$ cat src/rtl/param_lfsr.sv
// Parameterised Fibonacci/Galois LFSR with a valid/ready output stream,
// run-time seed/tap load, all-zero lockup recovery, step counter and wrap flag.
module param_lfsr #(
   parameter int unsigned       WIDTH        = 8,
   parameter logic [WIDTH-1:0]  DEFAULT_SEED = WIDTH'(1),
   parameter logic [WIDTH-1:0]  DEFAULT_TAP  = WIDTH'('hB8)
) (
   input  logic             clk,
   input  logic             reset,
   input  logic             load,
   input  logic [WIDTH-1:0] load_seed,
   input  logic [WIDTH-1:0] load_tap,
   input  logic             galois,
   input  logic             en,
   output logic [WIDTH-1:0] dout,
   output logic             dout_valid,
   input  logic             dout_ready,
   output logic             lockup,
   output logic [WIDTH-1:0] step_count,
   output logic             wrapped
);

   typedef enum logic {IDLE, RUN} fsm_t;

   fsm_t             fsm_q;
   logic [WIDTH-1:0] state_q;
   logic [WIDTH-1:0] tap_q;
   logic [WIDTH-1:0] seed_q;
   logic [WIDTH-1:0] step_q;
   logic             lockup_q;
   logic             wrapped_q;

   logic [WIDTH-1:0] fib_next;
   logic [WIDTH-1:0] gal_next;
   logic [WIDTH-1:0] adv_next;
   logic [WIDTH-1:0] wr_val;
   logic [WIDTH-1:0] new_state;
   logic             xfer;
   logic             wr_en;
   logic             wr_zero;

   // Next-state candidates; a load always wins over a concurrent advance.
   always_comb begin
      fib_next  = {state_q[WIDTH-2:0], ^(state_q & tap_q)};
      gal_next  = (state_q << 1) ^ (state_q[WIDTH-1] ? tap_q : '0);
      adv_next  = galois ? gal_next : fib_next;
      xfer      = (fsm_q == RUN) && dout_ready;
      wr_en     = load || xfer;
      wr_val    = load ? load_seed : adv_next;
      wr_zero   = (wr_val == '0);
      new_state = wr_zero ? DEFAULT_SEED : wr_val;
   end

   always_ff @(posedge clk or posedge reset) begin
      if (reset) begin
         fsm_q     <= IDLE;
         state_q   <= DEFAULT_SEED;
         tap_q     <= DEFAULT_TAP;
         seed_q    <= DEFAULT_SEED;
         step_q    <= '0;
         lockup_q  <= 1'b0;
         wrapped_q <= 1'b0;
      end else begin
         unique case (fsm_q)
            IDLE:    if (en) fsm_q <= RUN;
            RUN:     if (!en && dout_ready) fsm_q <= IDLE;
            default: fsm_q <= IDLE;
         endcase

         lockup_q <= wr_en && wr_zero;
         if (wr_en) state_q <= new_state;

         if (load) begin
            tap_q     <= load_tap;
            seed_q    <= load_seed;
            step_q    <= '0;
            wrapped_q <= 1'b0;
         end else if (xfer) begin
            if (step_q != '1) step_q <= step_q + WIDTH'(1);
            if (new_state == seed_q) wrapped_q <= 1'b1;
         end
      end
   end

   assign dout       = state_q;
   assign dout_valid = (fsm_q == RUN);
   assign lockup     = lockup_q;
   assign step_count = step_q;
   assign wrapped    = wrapped_q;

endmodule
$ cat config.mk
export PLATFORM = sky130hd
export DESIGN_NAME = param_lfsr
export DESIGN_NICKNAME = d
export VERILOG_FILES = /design/src/rtl/param_lfsr.sv
export SDC_FILE = /design/constraint.sdc
export NUM_CORES = 1
export LEC_CHECK = 0
export CAP_MARGIN = 5
export CORE_MARGIN = 2
export CORE_UTILIZATION = 51
export CTS_CLUSTER_SIZE = 14
export DETAILED_ROUTE_END_ITERATION = 8
export HOLD_SLACK_MARGIN = 0.02
export PLACE_DENSITY = 0.79
export SLEW_MARGIN = 20
export SYNTH_ARGS = -nofsm -noshare
export SYNTH_HDL_FRONTEND = slang
export SYNTH_SLANG_ARGS = --single-unit
$ cat constraint.sdc
create_clock -name clk -period 2.64 [get_ports clk]
set_clock_uncertainty 0.1 [all_clocks]
set_input_delay 0.528 -clock clk [delete_from_list [all_inputs] [get_ports clk]]
set_output_delay 0.528 -clock clk [all_outputs]
set_load 0.005 [all_outputs]
* Yosys cells after proc, flatten, opt, wreduce, memory -nomap -nowiden
Cells that the tools add are included.
** Operators by class
- Add/subtract/negate cells :: 1
- Multiply operators :: 0
- Div/mod/pow operators :: 0
- Order comparisons :: 0
- Eq/ne operators :: 2
- Shifts and indexed selects :: 0
- Multiplexer cells :: 13
- Bitwise gates (word level) :: 3
- Reduce and logical (&&, ||, !) cells :: 12
** Operators with widths (count)
- $mux 8 :: 7
- $add 8x1->8 const B :: 1
- $and 8x8->8 :: 1
- $eq 8x8->1 :: 1
- $logic_not 8->1 :: 1
- $ne 8x8->1 const B :: 1
- $reduce_xor 8->1 :: 1
- $xor 8x8->8 :: 1
- $reduce_bool 2->1 :: 3
- $mux 1 :: 5
- $reduce_and 2->1 :: 2
- $logic_and 1x1->1 :: 3
- $pmux 1 s2 :: 1
- $logic_not 1->1 :: 1
- $logic_or 1x1->1 :: 1
- $not 1->1 :: 1
** Storage, ports and cells
- Register bits after elaboration :: 35
- Latch bits :: 0
- Memory bits (writable) :: 0
- Bits in read-only memories :: 0
- Input bits :: 22
- Output and inout bits :: 19
- Word-level logic and storage cells :: 38
- Memories :: 0

* Logic depth before layout (Yosys ltp)
Gate-level depths: netlist of the first run.
- Depth after elaboration :: 10
- Mapped depth :: 8
- Gate-level depth less buffers :: 8

* Least setup slack after synthesis of the first run
OpenSTA, ideal clock, no wires.
- Kind :: in2reg
- From :: input galois
- To :: register wrapped_q (netlist: wrapped)
- Setup time :: 0.066 ns
- Arrival :: 1.993 ns
- Path slack :: 0.481 ns
- Stages on the path :: 8
- Path buffers :: 1
- Cells stage by stage :: buf_6 nand3_2 mux2_1 nand4_1 or4_1 nor4_1 and3_1 a221o_1
** Between the ends
- Longest elaborated chain between the ends :: 7
** Ends and longest elaborated chain
- start: declaration :: line 13 : input logic galois,
- $mux 8 * :: line 46 : adv_next = galois ? gal_next : fib_next;
- $mux 8 * :: line 49 : wr_val = load ? load_seed : adv_next;
- $logic_not 8->1 :: line 50 : wr_zero = (wr_val == '0);
- $mux 8 * :: line 51 : new_state = wr_zero ? DEFAULT_SEED : wr_val;
- $eq 8x8->1 * :: line 80 : if (new_state == seed_q) wrapped_q <= 1'b1;
- $reduce_bool 2->1 (no line) *
- $reduce_and 2->1 (no line) *
- end signal: assignment :: line 62 : wrapped_q <= 1'b0;
- end signal: assignment :: line 77 : wrapped_q <= 1'b0;
- end signal: assignment :: line 80
- end: declaration :: line 31 : logic wrapped_q;
Mark *: on every way between the ends. The rest lies on a longest branch, timed or not.
A chain may end at the register's enable or synchronous reset.

* Worst setup path after layout of the first run
Ends and elaborated chain as after synthesis.

==> flow_metrics.tcl, run 1 <==
set metrics [dict create \
    antenna_left 0 \
    holdBufCountCts 0 \
    ir_drop_v 0.0004386 \
    setup_ws_ns 0.1197 \
    p_total_mw 1.548 \
    nNetsFinal 289 \
    grt_pass1_wl_um 7569 \
    status "finished, final reports clean" \
    syn_nets 237 \
    arrival_ns 2.64 \
    grt_max_degree 36 \
    grt_use_total_pct 22.76 \
    synth_top_family_by_area "simple AND/OR/NAND/NOR gates" \
    syn_to_final_growth_pct 30.28 \
    clockBufferDepth 2 \
    netlist.area_leader.share_pct 35.69 \
    synthSimpleGateAreaFrac_pct 19.45 \
    insertion_delay_ns 0.29 \
    hold_viol 0 \
    synth_compound_area_share_pct 9.662 \
    overflow 0 \
    num_antenna_cells 0 \
    crit_fanout 8 \
    grt_setup_unrepaired "false" \
    die_x_um 67.14 \
    final_max_slew_viol_count 0 \
    post-place-ws_ns -0.1618 \
    fill_cells 304 \
    routed.top_layer "met4" \
    drt_iter0_markers 164 \
    num_rows 22 \
    placedCellCount 307 \
    drt_wl_total_um 4556 \
    grt_pass1_vias 1618 \
    tns_ns 0 \
    p_per_area_nw_per_um2 584.6 \
    hold_class "reg2reg" \
    period_share_pct 95.46 \
    avgSynthCellArea_um2 9.501 \
    ys_top_cells_by_count "nand2_1 (37), dfrtp_1 (29), xnor2_1 (17)" \
    wl_met2_um 2114 \
    wl_met3_um 320 \
    stdcell_count 315 \
    setup_viol 0 \
    cts_sinks 35 \
    postSynthCellCount 214 \
    crit_required_ns 2.76 \
    synthDistinctLibCells 38 \
    dieArea_um2 4508 \
    port_buffers 40 \
    critPathKind "in2reg" \
    seq_area_frac_synth_pct 43.45 \
    yosysTopAreaCell "dfrtp_1" \
    avgViaCountPerCell 5.438 \
    synthAdderAreaFrac_pct 0.6154 \
    tightest_slew_ns 0.4435 \
    synthFlopType "dfrtp_1" \
    cts_buffers 5 \
    core_um2 3744 \
    maxCapViolCount 0 \
    htree_num_levels 2 \
    vias 1713 \
    clock.fmax_mhz 396.8 \
    final_util_pct 70.76 \
    min_period_ns 2.520 \
    gp_congestion 0.8583 \
    met1_length_um 2069 \
    dpl.hpwl_um 3496 \
    final_layout_size_suffix_gt1_share_pct 17.60 \
    max_stage_delay_ns 0.57 \
    synth-seq-cells 35 \
    yosysMostFrequentCell "nand2_1" \
    synth_xor_area_share_pct 10.34 \
    slew-limit-headroom_pct 70.44 \
    die_y_um 67.14 \
    start_util_pct 54.31 \
    cts_tree "done" \
    synth_edf_count 0 \
    drcViolationCount 0 \
    cts_resized 0 \
    dr.pass1.iters 5 \
    ys_async_sr_fraction_pct 100.0 \
    critical_path.startpoint_type "input pin" \
    ios 41 \
    p_leak_nw 1.107 \
    yosysWarnings 0 \
    cts-root-buf "clkbuf_8" \
    cts_setup_buffers 0 \
    syn_area_um2 2033 \
    antenna_found_initial 0 \
    crit_slowest_cell "or4_1" \
    post_drt_wl_per_cell_um 14.46 \
    cp-end-kind "register" \
    path_cells "clkdlybuf4s50_1, buf_4, nand3_2, mux2_1, nand4_1, or4_1, nor4_1, a221o_1" \
    path_clk_slew_ns 0.07 \
    synthTopCellsByArea "dfrtp_1 (36%), dfstp_2 (7.8%), xnor2_1 (7.3%), nand2_1 (6.8%), mux2_2 (6.1%)" \
    synthMuxAreaShare_pct 11.75 \
]
-- final timing paths --
path / slack [ns] / startpoint / cells after the start / end
setup / recovery: 0.12 / galois / 8 / wrapped
hold / removal: 0.41 / seed_q[0] / 2 / seed_q[0]
setup reg to reg: 0.35 / dout[7] / 6 / wrapped
hold reg to reg: 0.41 / seed_q[0] / 2 / seed_q[0]
max in group asynchronous: 1.56 / reset / 3 / dout[0]
min in group asynchronous: 0.52 / reset / 3 / step_count[0]
-- cells in the final DEF, fill, tap and decap left out, types with 4 or more instances in the layout --
cell,instances
clkdlybuf4s50_1,40
nand2_1,37
dfrtp_1,29
xnor2_1,17
o21ai_0,16
buf_4,16
nor2_1,11
mux2_2,11
a21oi_1,9
inv_1,8
mux2i_1,7
xor2_1,7
clkbuf_8,6
dfstp_2,6
nand4_1,5
nor3b_1,4
mux2_1,4
-- worst max-delay path, delay by kind of cell --
kind            cells  cell delay [ns]
compound gates      1             0.19
simple gates        4             1.07
buf+inv             2             0.64
mux                 1             0.23
-- sequential cells by signal, indices dropped and copies added, names as in the netlist --
name        count
tap_q           8
dout            8
seed_q          8
step_count      8
lockup          1
wrapped         1
dout_valid      1
-- layout make-up --
class                           instances  area [um^2]  area share, %
Clock buffer                            7        86.33          3.259
Timing Repair Buffer                   56        520.5          19.65
Sequential cell                        35        883.3          33.35
Tap cell                               48        60.06          2.267
Clock inverter                          1        5.005         0.1889
Multi-Input combinational cell        159         1060          40.01
Inverter                                9        33.78          1.275
-- power by group --
| part | total, mW | internal [mW] | switching [mW] | leakage [nW] |
|---|---|---|---|---|
| logic | 0.444 | 0.258 | 0.187 | 0.630 |
| clock network | 0.398 | 0.210 | 0.187 | 0.0482 |
| registers | 0.706 | 0.605 | 0.102 | 0.428 |
| total | 1.55 | 1.07 | 0.476 | 1.11 |
-- per-layer routing --
| metal | vias to the layer above | global-route usage [%] |
|---|---|---|
| met5 | - | 0 |
| met4 | 0 | 7.653 |
| met3 | 6 | 5.500 |
| met2 | 56 | 33.66 |
| met1 | 808 | 32.73 |
| li1 | 843 | - |
-- per-stage QoR --
| stage | instance area, um^2 | hold WS [ns] |
|---|---|---|
| 6_report | 2649 | 0.4132 |
| 5_1_grt | 2649 | 0.4354 |
| 4_1_cts | 2643 | 0.4008 |
| 3_5_place_dp | 2551 | 0.3886 |
| 3_3_place_gp | 2551 | 0.3850 |
| 2_1_floorplan | 2033 | 0.3621 |
-- cells by family (layout without fill, tap and decap cells) --
group,count (synthesis),after routing
AOI/OAI and AO/OA,34,34
xor gates and xnor gates,24,24
adders and majority gates,1,1
buffers and inverters,20,73
DFF,35,35
muxes,22,22
and+or+nand+nor,78,78
Power figures use the tool's default switching activity.
==> run 2: changes to the inputs <==
--- a/config.mk
+++ b/config.mk
@@ -7,12 +7,12 @@
 export LEC_CHECK = 0
 export CAP_MARGIN = 5
 export CORE_MARGIN = 2
-export CORE_UTILIZATION = 51
+export CORE_UTILIZATION = 57
+export CTS_BUF_LIST = sky130_fd_sc_hd__clkbuf_4 sky130_fd_sc_hd__clkbuf_8
 export CTS_CLUSTER_SIZE = 14
 export DETAILED_ROUTE_END_ITERATION = 8
 export HOLD_SLACK_MARGIN = 0.02
-export PLACE_DENSITY = 0.79
-export SLEW_MARGIN = 20
+export PLACE_DENSITY = 0.87
 export SYNTH_ARGS = -nofsm -noshare
 export SYNTH_HDL_FRONTEND = slang
 export SYNTH_SLANG_ARGS = --single-unit
==> constraint.sdc (replaced) <==
create_clock -name clk -period 2.9 [get_ports clk]
set_clock_uncertainty 0.1 [all_clocks]
set_input_delay 0.58 -clock clk [delete_from_list [all_inputs] [get_ports clk]]
set_output_delay 0.58 -clock clk [all_outputs]
set_load 0.005 [all_outputs]
==> flow_metrics.tcl, run 2 (synthesis gave the netlist of run 1 again) <==
set metrics [dict create \
    status "finished, final reports clean" \
    stdcell_count 308 \
    drcViolationCount 0 \
    maxCapViolCount 0 \
    cts-root-buf "clkbuf_4" \
    antenna_left 0 \
    num_antenna_cells 0 \
    setup_ws_ns 0.3887 \
    arrival_ns 2.71 \
    hold_class "reg2reg" \
    start_util_pct 59.99 \
    tightest_slew_ns 0.4488 \
    tns_ns 0 \
    slew-limit-headroom_pct 70.08 \
    clock.fmax_mhz 398.2 \
    path_clk_slew_ns 0.11 \
    gp_congestion 0.8639 \
    cp_num_buf_inv 2 \
    drt_wl_total_um 4612 \
    min_period_ns 2.511 \
    drt_iter0_markers 164 \
    clockBufferDepth 2 \
    setup_viol 0 \
    grt_setup_unrepaired "false" \
    overflow 0 \
    die_x_um 63.73 \
    insertion_delay_ns 0.35 \
    port_buffers 40 \
    syn_to_final_growth_pct 26.46 \
    cts_resized 0 \
    p_per_area_nw_per_um2 516.0 \
    ir_drop_v 0.0003744 \
    crit_fanout 4 \
    dpl.hpwl_um 3400 \
    final_layout_size_suffix_gt1_share_pct 16.03 \
    vias 1741 \
    crit_required_ns 3.10 \
    layout_commonest_cell "clkdlybuf4s50_1" \
    layout_common_cells "clkdlybuf4s50_1 (40), nand2_1 (37), dfrtp_1 (29), xnor2_1 (17), o21ai_0 (16)" \
    dieArea_um2 4061 \
    critPathKind "in2reg" \
    holdBufCountCts 0 \
    crit_slowest_cell "or4_1" \
    final_max_slew_viol_count 0 \
    grt_max_degree 36 \
    die_y_um 63.73 \
    num_rows 21 \
    cts_setup_buffers 0 \
    p_total_mw 1.327 \
    cts_sinks 35 \
    htree_num_levels 2 \
    grt_pass1_vias 1703 \
    cts_tree "done" \
    path_cells "clkdlybuf4s50_1, buf_4, nand3_2, mux2_1, nand4_1, or4_1, nor4_1, and3_1, a221o_1" \
    critical_path.startpoint_type "input pin" \
    p_leak_nw 1.072 \
    grt_pass1_wl_um 7921 \
    core_um2 3390 \
    post_drt_wl_per_cell_um 14.97 \
    cp-end-kind "register" \
    cts_buffers 5 \
    dr.pass1.iters 4 \
    grt_use_total_pct 25.43 \
    post-place-ws_ns 0.06122 \
    max_stage_delay_ns 0.55 \
    nNetsFinal 284 \
    cp_top_family "simple AND/OR/NAND/NOR gates" \
    period_share_pct 86.60 \
    ios 41 \
    antenna_found_initial 0 \
    avgViaCountPerCell 5.653 \
    hold_viol 0 \
    placedCellCount 300 \
]
==> run 2: changes by cell type in the layout (fill, tap and decap cells not counted) <==
cell | previous run | this run
clkbuf_4 | 0 | 8
clkbuf_8 | 6 | 0
buf_4 | 16 | 11
clkbuf_1 | 1 | 0
clkinv_2 | 1 | 0
nor4_1 | 1 | 2
nor4_2 | 1 | 0
==> run 2: worst paths after layout <==
| check | to | start | cells after the start | slack (ns) |
|---|---|---|---|---|
| max reg2reg | wrapped | dout[7] | 7 | 0.55 |
| max in group asynchronous | tap_q[3] | reset | 3 | 1.83 |
| min | tap_q[0] | tap_q[0] | 2 | 0.42 |
| min in group asynchronous | tap_q[0] | reset | 3 | 0.52 |
| max | wrapped | galois | 9 | 0.39 |
| min reg2reg | tap_q[0] | tap_q[0] | 2 | 0.42 |
==> run 2: through the flow <==
step | hold slack (ns) | cell area (um^2) | utilization, %
floorplan | 0.3621 | 2033 | -
global placement | 0.3859 | 2511 | 74.09
detailed placement | 0.3969 | 2511 | 74.09
CTS | 0.4204 | 2571 | 75.86
global route | 0.4624 | 2571 | 75.86
finish | 0.4217 | 2571 | 75.86
==> run 2: per-layer routing <==
layer | track usage, % | vias up | share of wire (%)
met1 | 34.30 | 847 | 44
li1 | - | 829 | -
met5 | 0 | - | 0
met2 | 39.61 | 53 | 48
met3 | 5.357 | 12 | 5.2
met4 | 10.87 | 0 | 2.5
==> run 2: where the power goes <==
part | switching (mW) | internal (mW) | total [mW]
clock network | 0.159 | 0.125 | 0.283
logic | 0.170 | 0.229 | 0.400
registers | 0.0940 | 0.550 | 0.644
==> run 2: layout make-up <==
cell class	instances	area (um^2)
multi-input combinational	159	1054
tap	46	57.56
timing repair buffer	51	483.0
fill	254	818.3
clock buffer	8	60.06
sequential	35	883.3
inverter	9	33.78
==> run 2: worst reg2reg max path: stages, from the launching register on <==
cell and delay (ns):
dfrtp_1 0.63, nand3_2 0.17, mux2_1 0.25, nand4_1 0.07
or4_1 0.55, nor4_1 0.25, and3_1 0.19, a221o_1 0.10
